[src/rtl/reset_release_sequencer.sv]
`timescale 1ns/1ps
// reset_release_sequencer
// Brings the global asynchronous reset and the PLL lock indication into the
// core clock domain. Once lock has been stable for a hold period, it releases
// NUM_DOMAINS active-high domain resets one at a time, bit 0 first. Losing lock
// after the hold period has started puts every domain back into reset together
// and restarts the wait for lock.
// Build option: define RST_SEQ_LOCK_FILTER_EN to debounce the lock indication.
// With it, lock only counts after LOCK_FILTER_CYCLES consecutive high cycles.
module reset_release_sequencer #(
  parameter int SYNC_STAGES        = 2,
  parameter int HOLD_CYCLES        = 256,
  parameter int NUM_DOMAINS        = 3,
  parameter int STAGGER_CYCLES     = 16,
  parameter int LOCK_FILTER_CYCLES = 8
) (
  input  logic                   i_clk,
  input  logic                   i_rst,
  input  logic                   i_locked,
  output logic [NUM_DOMAINS-1:0] o_rst_seq,
  output logic                   o_ready,
  output logic                   o_LED,
  output logic [7:0]             o_lock_loss_cnt,
  output logic [2:0]             o_state
);

  localparam int MaxCycles = (HOLD_CYCLES > STAGGER_CYCLES) ? HOLD_CYCLES : STAGGER_CYCLES;
  localparam int CntW      = $clog2(MaxCycles) + 1;
  localparam logic [CntW-1:0] HoldLast    = CntW'(HOLD_CYCLES - 1);
  localparam logic [CntW-1:0] StaggerLast = CntW'(STAGGER_CYCLES - 1);

  typedef enum logic [2:0] {
    StReset    = 3'd0,
    StWaitLock = 3'd1,
    StHold     = 3'd2,
    StRelease  = 3'd3,
    StRun      = 3'd4
  } state_e;

  logic [SYNC_STAGES-1:0] rstChain_q;
  logic [SYNC_STAGES-1:0] lockChain_q;
  logic                   rstSync;
  logic                   lockedSync;
  logic                   lockOk;

  state_e          state_q, state_d;
  logic [CntW-1:0] cnt_q, cnt_d;
  logic [2:0]      idx_q, idx_d;
  logic [2:0]      idxNext;
  logic [NUM_DOMAINS-1:0] rstSeq_q, rstSeq_d;
  logic            ready_q, ready_d;
  logic            led_q;
  logic [7:0]      lossCnt_q, lossCnt_d;
  logic            lossEvent;

  // Reset bridge: asserts immediately with i_rst, releases only after the zero
  // has walked through every stage on i_clk.
  always_ff @(posedge i_clk or posedge i_rst) begin
    if (i_rst) rstChain_q <= '1;
    else       rstChain_q <= {rstChain_q[SYNC_STAGES-2:0], 1'b0};
  end

  // Lock synchroniser: i_locked comes from the PLL with no relation to i_clk.
  always_ff @(posedge i_clk or posedge i_rst) begin
    if (i_rst) lockChain_q <= '0;
    else       lockChain_q <= {lockChain_q[SYNC_STAGES-2:0], i_locked};
  end

  assign rstSync    = rstChain_q[SYNC_STAGES-1];
  assign lockedSync = lockChain_q[SYNC_STAGES-1];

`ifdef RST_SEQ_LOCK_FILTER_EN
  localparam int FiltW = $clog2(LOCK_FILTER_CYCLES + 1);
  localparam logic [FiltW-1:0] FiltFull = FiltW'(LOCK_FILTER_CYCLES);
  logic [FiltW-1:0] filtCnt_q;

  // Debounce: count consecutive synchronised-high cycles and hold at full.
  // Any low cycle restarts the count.
  always_ff @(posedge i_clk or posedge i_rst) begin
    if (i_rst)                  filtCnt_q <= '0;
    else if (!lockedSync)       filtCnt_q <= '0;
    else if (filtCnt_q != FiltFull) filtCnt_q <= filtCnt_q + FiltW'(1);
  end

  assign lockOk = lockedSync && (filtCnt_q == FiltFull);
`else
  assign lockOk = lockedSync;
`endif

  // Sequencer state and all registered outputs.
  always_ff @(posedge i_clk or posedge i_rst) begin
    if (i_rst) begin
      state_q   <= StReset;
      cnt_q     <= '0;
      idx_q     <= '0;
      rstSeq_q  <= '1;
      ready_q   <= 1'b0;
      lossCnt_q <= '0;
    end else begin
      state_q   <= state_d;
      cnt_q     <= cnt_d;
      idx_q     <= idx_d;
      rstSeq_q  <= rstSeq_d;
      ready_q   <= ready_d;
      lossCnt_q <= lossCnt_d;
    end
  end

  // The LED trails o_ready by one edge so it only lights once everything is up.
  always_ff @(posedge i_clk or posedge i_rst) begin
    if (i_rst) led_q <= 1'b0;
    else       led_q <= ready_q;
  end

  // Next state: wait for lock, hold, release the domains one by one, then run.
  // Losing lock anywhere after the hold has started forces every domain back
  // into reset at once. Released bits are never set again individually.
  always_comb begin
    state_d   = state_q;
    cnt_d     = cnt_q;
    idx_d     = idx_q;
    rstSeq_d  = rstSeq_q;
    ready_d   = ready_q;
    lossCnt_d = lossCnt_q;
    lossEvent = 1'b0;
    idxNext   = idx_q + 3'd1;

    unique case (state_q)
      StReset: begin
        if (!rstSync) state_d = StWaitLock;
      end
      StWaitLock: begin
        if (lockOk) begin
          state_d = StHold;
          cnt_d   = '0;
        end
      end
      StHold: begin
        if (!lockOk) begin
          lossEvent = 1'b1;
        end else if (cnt_q == HoldLast) begin
          cnt_d       = '0;
          idx_d       = '0;
          rstSeq_d[0] = 1'b0;
          if (NUM_DOMAINS == 1) begin
            state_d = StRun;
            ready_d = 1'b1;
          end else begin
            state_d = StRelease;
          end
        end else begin
          cnt_d = cnt_q + CntW'(1);
        end
      end
      StRelease: begin
        if (!lockOk) begin
          lossEvent = 1'b1;
        end else if (cnt_q == StaggerLast) begin
          cnt_d = '0;
          idx_d = idxNext;
          for (int k = 0; k < NUM_DOMAINS; k++) begin
            if (k == int'(idxNext)) rstSeq_d[k] = 1'b0;
          end
          if (int'(idxNext) == NUM_DOMAINS - 1) begin
            state_d = StRun;
            ready_d = 1'b1;
          end
        end else begin
          cnt_d = cnt_q + CntW'(1);
        end
      end
      StRun: begin
        if (!lockOk) lossEvent = 1'b1;
      end
      default: begin
        state_d = StReset;
      end
    endcase

    if (lossEvent) begin
      state_d  = StWaitLock;
      cnt_d    = '0;
      rstSeq_d = '1;
      ready_d  = 1'b0;
      if (lossCnt_q != 8'hFF) lossCnt_d = lossCnt_q + 8'd1;
    end
  end

  assign o_rst_seq       = rstSeq_q;
  assign o_ready         = ready_q;
  assign o_LED           = led_q;
  assign o_lock_loss_cnt = lossCnt_q;
  assign o_state         = state_q;

endmodule

[config.mk]
export PLATFORM = sky130hd
export DESIGN_NAME = reset_release_sequencer
export DESIGN_NICKNAME = d
export VERILOG_FILES = /design/src/rtl/reset_release_sequencer.sv
export SDC_FILE = /design/constraint.sdc
export NUM_CORES = 1
export LEC_CHECK = 0
export CORE_ASPECT_RATIO = 1.75
export CORE_MARGIN = 4
export CORE_UTILIZATION = 44
export CTS_CLUSTER_SIZE = 28
export DETAILED_ROUTE_END_ITERATION = 12
export PLACE_DENSITY = 0.72
export SLEW_MARGIN = 20
export SYNTH_ARGS = -nofsm -noshare
export SYNTH_HDL_FRONTEND = slang
export SYNTH_SLANG_ARGS = --single-unit
[constraint.sdc]
create_clock -name i_clk -period 3 [get_ports i_clk]
set_input_delay 0.6 -clock i_clk [delete_from_list [all_inputs] [get_ports i_clk]]
set_output_delay 0.6 -clock i_clk [all_outputs]
set_load 0.01 [all_outputs]
==> results.md, run 1 <==
- Final Power: 0.001155 W
- Slew Limit Fails: 0
- Warnings from Yosys: 0
- Power per Cell Area: 570.8 mW/mm^2
- Worst Path Arrival: 2.61 ns
- Vias in the first global route: 1,399
- Initial antenna violation count: 0
- DIE WIDTH: 55.10 microns
- Unique masters post-synth: 45
- GR Util All Layers: 15.83%
- Biggest area consumer among synthesized cells: dfrtp_1
- Port Buffer Count: 18
- Antenna cells: 0
- Final core utilization: 54.67%
- Register area: 807.0 sq um
- # rows: 29
- CTS tree: built
- DR pass1 iterations: 4
- Slew @ Worst Pin: 0.5592 ns
- VDD IR max: 0.0003746 V
- Critical Path Sink: cnt_q[4]
- Commonest non-fill, non-tap cell in the layout: dfrtp_1
- Crit path cell chain: ha_1, and3_1, and3_1, nand3_1, inv_1, ha_1, nor2b_1, nor2_2, and2_1, a221o_1
- Hold_ws: 0.3532 ns
- Gpl congestion: 0.8520
- Reg2reg setup slack: 0.55 ns
- Max Freq: 408.4 MHz
- Routed vias/inst: 5.688
- CTS root buf: clkbuf_8
- Ys flop type: dfrtp_1
- Final TNS setup: 0 ns
- Fillers: 341
- Syn Inst Count: 164
- Final Skew: 0.006137 ns
- Async S/R FF share, synth: 100.0%
- Number of buffers created by CTS: 5
- Hold crit path type: reg2reg
- Sink Count: 32
- R2R cell count: 10
- Reg-to-reg critical path endpoint: cnt_q[4]
- Synth Net Count: 175
- Setup crit end kind: flop
- Largest net degree at the start of global routing: 33
- Dpl cell area: 0.001933 sq mm
- Worst Path Required: 3.16 ns
- Post-DP HPWL: 2600 microns
- Top post-synthesis cells by area: dfrtp_1 (40%), dfstp_2 (7.7%), ha_1 (5.9%)
- Die area: 0.004982 sq mm
- Multi-input logic area: 858.3 sq um
- Vias post-DR: 1,331
- Post-CTS Setup Inserts: 0
- EDFF count, synth: 0
- Netlist Area Pre-Place: 0.001708 sq mm
- Slowest cell on crit path: dfrtp_1
- Final number of setup-violating endpoints: 0
- Total Routed Length: 3454 microns
- First-pass GRT wire length: 5878 microns
- WS Path Type: reg2reg
- Worst skew pair latency: 0.28 ns
- Leak: 0.8818 nW
- Overflow after GRT: 0
- Total core area: 0.003701 sq mm
- Fin area: 0.002023 sq mm
- Period minus WS final: 2.449 ns
- H-Tree Depth: 2
- Crit-path max FO: 7
- Max transition margin: 62.72%
- Resized cells post-CTS: 0
- Hold Startpoint: lockChain_q[0]
- Final hold violations: 0
- Layout cells sized above 1: 12.77%
- Residual DRC count: 0
- Chip Height: 90.42 microns
- Worst r2r src: cnt_q[0]
- CP Launch Type: flop
- Average routed wire per standard cell: 14.76 microns
- Area share of the leading cell type in the synthesized netlist: 39.56%
- Max incr delay on CP: 0.41 ns
- Worst setup path start: cnt_q[0]
- NumNets Final: 198
- RSZ-0062 raised after global routing: false
- Ports: 19
- Period utilization: 81.62%
- Post-Syn Area per Cell: 10.41 sq um
- Buf/Inv on CP: 1
- Hold Buf Count CTS: 0
- Clock transition at path regs: 0.06 ns
- Area Overhead vs Synth: 18.46%
- Crit-path leading delay family: simple AND/OR/NAND/NOR gates
- Starting DRT DRC Count: 17
- Crit path depth: 10
- Status: finished, final reports clean
- Clock Tree Buf Depth: 2
- Sequential element share of the synthesized area: 47.25%
- Max-cap violation count: 0
- Commonest cells after routing, fill and taps aside: dfrtp_1 (27), clkdlybuf4s50_1 (18), nand2_1 (17), nand3_1 (12), o21ai_0 (11)
- FF+latch count, synth: 32
- Initial Util: 46.15%
- Final ANT Viol Nets: 0
## cell usage after synthesis, types with 2 or more instances
master	number
a21o_1	3
o21ai_0	11
or2_2	2
nor2_2	2
and2_1	3
buf_4	2
a21oi_1	4
nand2_1	17
xor2_1	3
a31oi_1	2
mux2_2	2
and4b_1	3
dfstp_2	5
and4_1	2
ha_1	8
nand2b_1	2
inv_1	6
nand4_1	7
nor2_1	5
and3_1	5
nand3_1	12
nor3_1	4
xnor2_1	4
mux2i_1	3
dfrtp_1	27
## cells by family after synthesis
kind of cell,share of synthesized area (%)
AND/OR/NAND/NOR,26.96
flip-flops,47.25
AO/OA/AOI/OAI,9.891
buffers and inverters,2.490
adder cells (fa/ha/maj),5.861
XOR/XNOR,3.590
multiplexers,3.736
other,0.2196
## state kept, by name, summed over array words and instances (netlist names)
register and flops:
o_state 3, o_rst_seq 3, o_ready 1, o_lock_loss_cnt 8
idx_q 3, cnt_q 9, o_LED 1, rstChain_q 2
lockChain_q 2
## final cells by class
type / count / area share (%)
Clock buffer: 8 / 4.453
Inverter: 6 / 1.113
Multi-Input combinational cell: 123 / 42.42
Sequential cell: 32 / 39.89
Tap cell: 46 / 2.845
Timing Repair Buffer: 19 / 9.276
## power by group
group / total, W / internal [W] / leakage (nW) / switching, W
logic: 0.000251 / 0.000135 / 0.426 / 0.000116
registers: 0.000572 / 0.000483 / 0.410 / 0.0000893
clock network: 0.000331 / 0.000187 / 0.0455 / 0.000144
total: 0.00115 / 0.000805 / 0.882 / 0.000350
## metal layers
metal  up-vias  part of all wire, %  GRT usage [%]
li1        641                    -              -
met1       656                   38          15.87
met2        27                   56          26.98
met3         7                  4.0          4.959
met4         0                  1.8          8.722
met5         -                    0              0
## worst min-delay path by stage
stage / cells after the start / to / slack (ns)
global route: 0 / rstChain_q[1] / 0.36
global placement: 0 / lockChain_q[1] / 0.33
detailed placement: 0 / lockChain_q[1] / 0.34
CTS: 0 / lockChain_q[1] / 0.36
floorplan: 0 / lockChain_q[1] / 0.33
finish: 0 / lockChain_q[1] / 0.35
## stage by stage
stage               std cells  worst slack, ns
floorplan                 164           0.8303
global placement          226           0.6867
detailed placement        226           0.5451
CTS                       234           0.5462
global route              234           0.3930
finish                    234           0.5514
Note: power is estimated with default switching activity, not from simulation.
==> run 2, diff against run 1 <==
Clock period 3 ns to 2.4 ns, I/O delays scaled along.
==> run 2 against run 1 <==
Net effect: setup slack got worse by 0.44 ns; via count increased by 0.75%; clock power rose by 70%; die area stayed put; cell area rose by 3.5%; sequential cell count is the same; non-clock buffer count grew 3; sequential share of layout area fell by 1.4 points; global-route usage rose by 2.6 points; sequential power rose by 25%; critical path depth is the same; hold slack better by 0.0032 ns; critical path type unchanged.
==> results.md, run 2 (synthesis gave the netlist of run 1 again) <==
- Worst setup path start: cnt_q[1]
- CTS tree: built
- Worst skew pair latency: 0.29 ns
- Number of buffers created by CTS: 5
- Sink Count: 32
- Area Overhead vs Synth: 22.64%
- Gpl congestion: 0.8275
- Final number of setup-violating endpoints: 0
- Slew @ Worst Pin: 0.5898 ns
- Max transition margin: 60.68%
- Number of flip-flops in the largest register: 9
- First-pass GRT wire length: 6672 microns
- Period minus WS final: 2.293 ns
- Worst slack, placed: 0.06555 ns
- Port Buffer Count: 18
- Post-DP HPWL: 2789 microns
- Final TNS setup: 0 ns
- Status: finished, final reports clean
- Starting DRT DRC Count: 27
- CP Launch Type: flop
- Total core area: 0.003701 sq mm
- Final hold violations: 0
- Hold Startpoint: rstChain_q[0]
- Slew Limit Fails: 0
- Cells after DPL: 227
- Layout cells sized above 1: 16.75%
- Initial Util: 46.15%
- Clock transition at path regs: 0.06 ns
- RSZ-0062 raised after global routing: true
- GR Util All Layers: 18.40%
- Largest net degree at the start of global routing: 33
- Antenna cells: 0
- Dpl cell area: 0.001941 sq mm
- Max-cap violation count: 0
- NumNets Final: 201
- Average routed wire per standard cell: 16.05 microns
- Final Power: 0.001603 W
- Final Skew: 0.004182 ns
- Worst Path Required: 2.57 ns
- H-Tree Depth: 2
- Commonest non-fill, non-tap cell in the layout: dfrtp_1
- VDD IR max: 0.0006010 V
- Max Freq: 436.1 MHz
- Commonest cells after routing, fill and taps aside: dfrtp_1 (27), clkdlybuf4s50_1 (18), nand2_1 (16), nand3_1 (12), o21ai_0 (11)
- Leak: 0.9162 nW
- Overflow after GRT: 0
- Period utilization: 95.54%
- Power per Cell Area: 765.3 mW/mm^2
- Vias in the first global route: 1,462
- CTS root buf: clkbuf_8
- # rows: 29
- Fin area: 0.002095 sq mm
- Hold crit path type: reg2reg
- Ports: 19
- Residual DRC count: 0
- WS Path Type: reg2reg
- Initial antenna violation count: 0
- Final ANT Viol Nets: 0
- Crit-path max FO: 7
- DR pass1 iterations: 4
- Clock Tree Buf Depth: 2
- Final worst setup slack: 0.1071 ns
- Routed vias/inst: 5.658
- Die area: 0.004982 sq mm
- Hold Buf Count CTS: 0
- Worst r2r src: cnt_q[1]
- Worst Path Arrival: 2.46 ns
- Setup crit end kind: flop
- Total Routed Length: 3803 microns
- Chip Height: 90.42 microns
- Biggest register: cnt_q
- Fin cells: 237
- Vias post-DR: 1,341
- DIE WIDTH: 55.10 microns
-- run 2: worst paths after layout --
path / end / slack [ns] / depth (start not counted)
max in group asynchronous: o_rst_seq[1] / 1.51 / 3
hold reg to reg: rstChain_q[1] / 0.36 / 0
setup / recovery: cnt_q[4] / 0.11 / 10
hold / removal: rstChain_q[1] / 0.36 / 0
min in group asynchronous: o_state[2] / 0.57 / 3
setup reg to reg: cnt_q[4] / 0.11 / 10
-- run 2: cell type report --
cell class / count / area, sq um
inverter: 6 / 22.52
fill: 335 / 1607
tap: 46 / 57.56
timing repair buffer: 22 / 210.2
clock buffer: 7 / 96.34
clock inverter: 1 / 30.03
multi-input combinational: 123 / 870.8
sequential: 32 / 807.0
-- run 2: per-stage QoR --
step | hold slack [ns] | util, %
5_1_grt | 0.3646 | 56.59
3_5_place_dp | 0.3473 | 52.43
4_1_cts | 0.3566 | 55.85
2_1_floorplan | 0.3312 | -
6_report | 0.3564 | 56.59
3_3_place_gp | 0.3320 | 52.43
-- run 2: routing by layer --
metal	global-route usage [%]	routed length [microns]	share of wire, %	vias to the layer above
li1	-	-	-	642
met1	19.83	1434	38	650
met2	30.14	2058	54	33
met3	3.967	127	3.3	16
met4	12.17	182	4.8	0
met5	0	0	0	-
-- run 2: report_power, final --
part           leakage [nW]  total (W)  internal, W  switching (W)
clock network        0.0645   0.000562     0.000366       0.000196
logic                 0.441   0.000328     0.000175       0.000152
registers             0.410   0.000713     0.000603       0.000110
total                 0.916    0.00160      0.00114       0.000458
-- run 2: critical path: stages (launching register included) --
cell     delay, ns
dfrtp_1       0.39
ha_2          0.22
and3_1        0.20
and3_1        0.20
nand3_1       0.11
inv_1         0.09
ha_1          0.16
nor2b_2       0.22
nor2_4        0.09
and2_1        0.17
a221o_1       0.34
-- run 2: repair_timing --
item                                   4_1_cts  5_1_grt
endpoints found under the hold margin        0        0
buffers inserted                             0        2
setup endpoints to repair                    0        8
gates resized for setup                      0        4
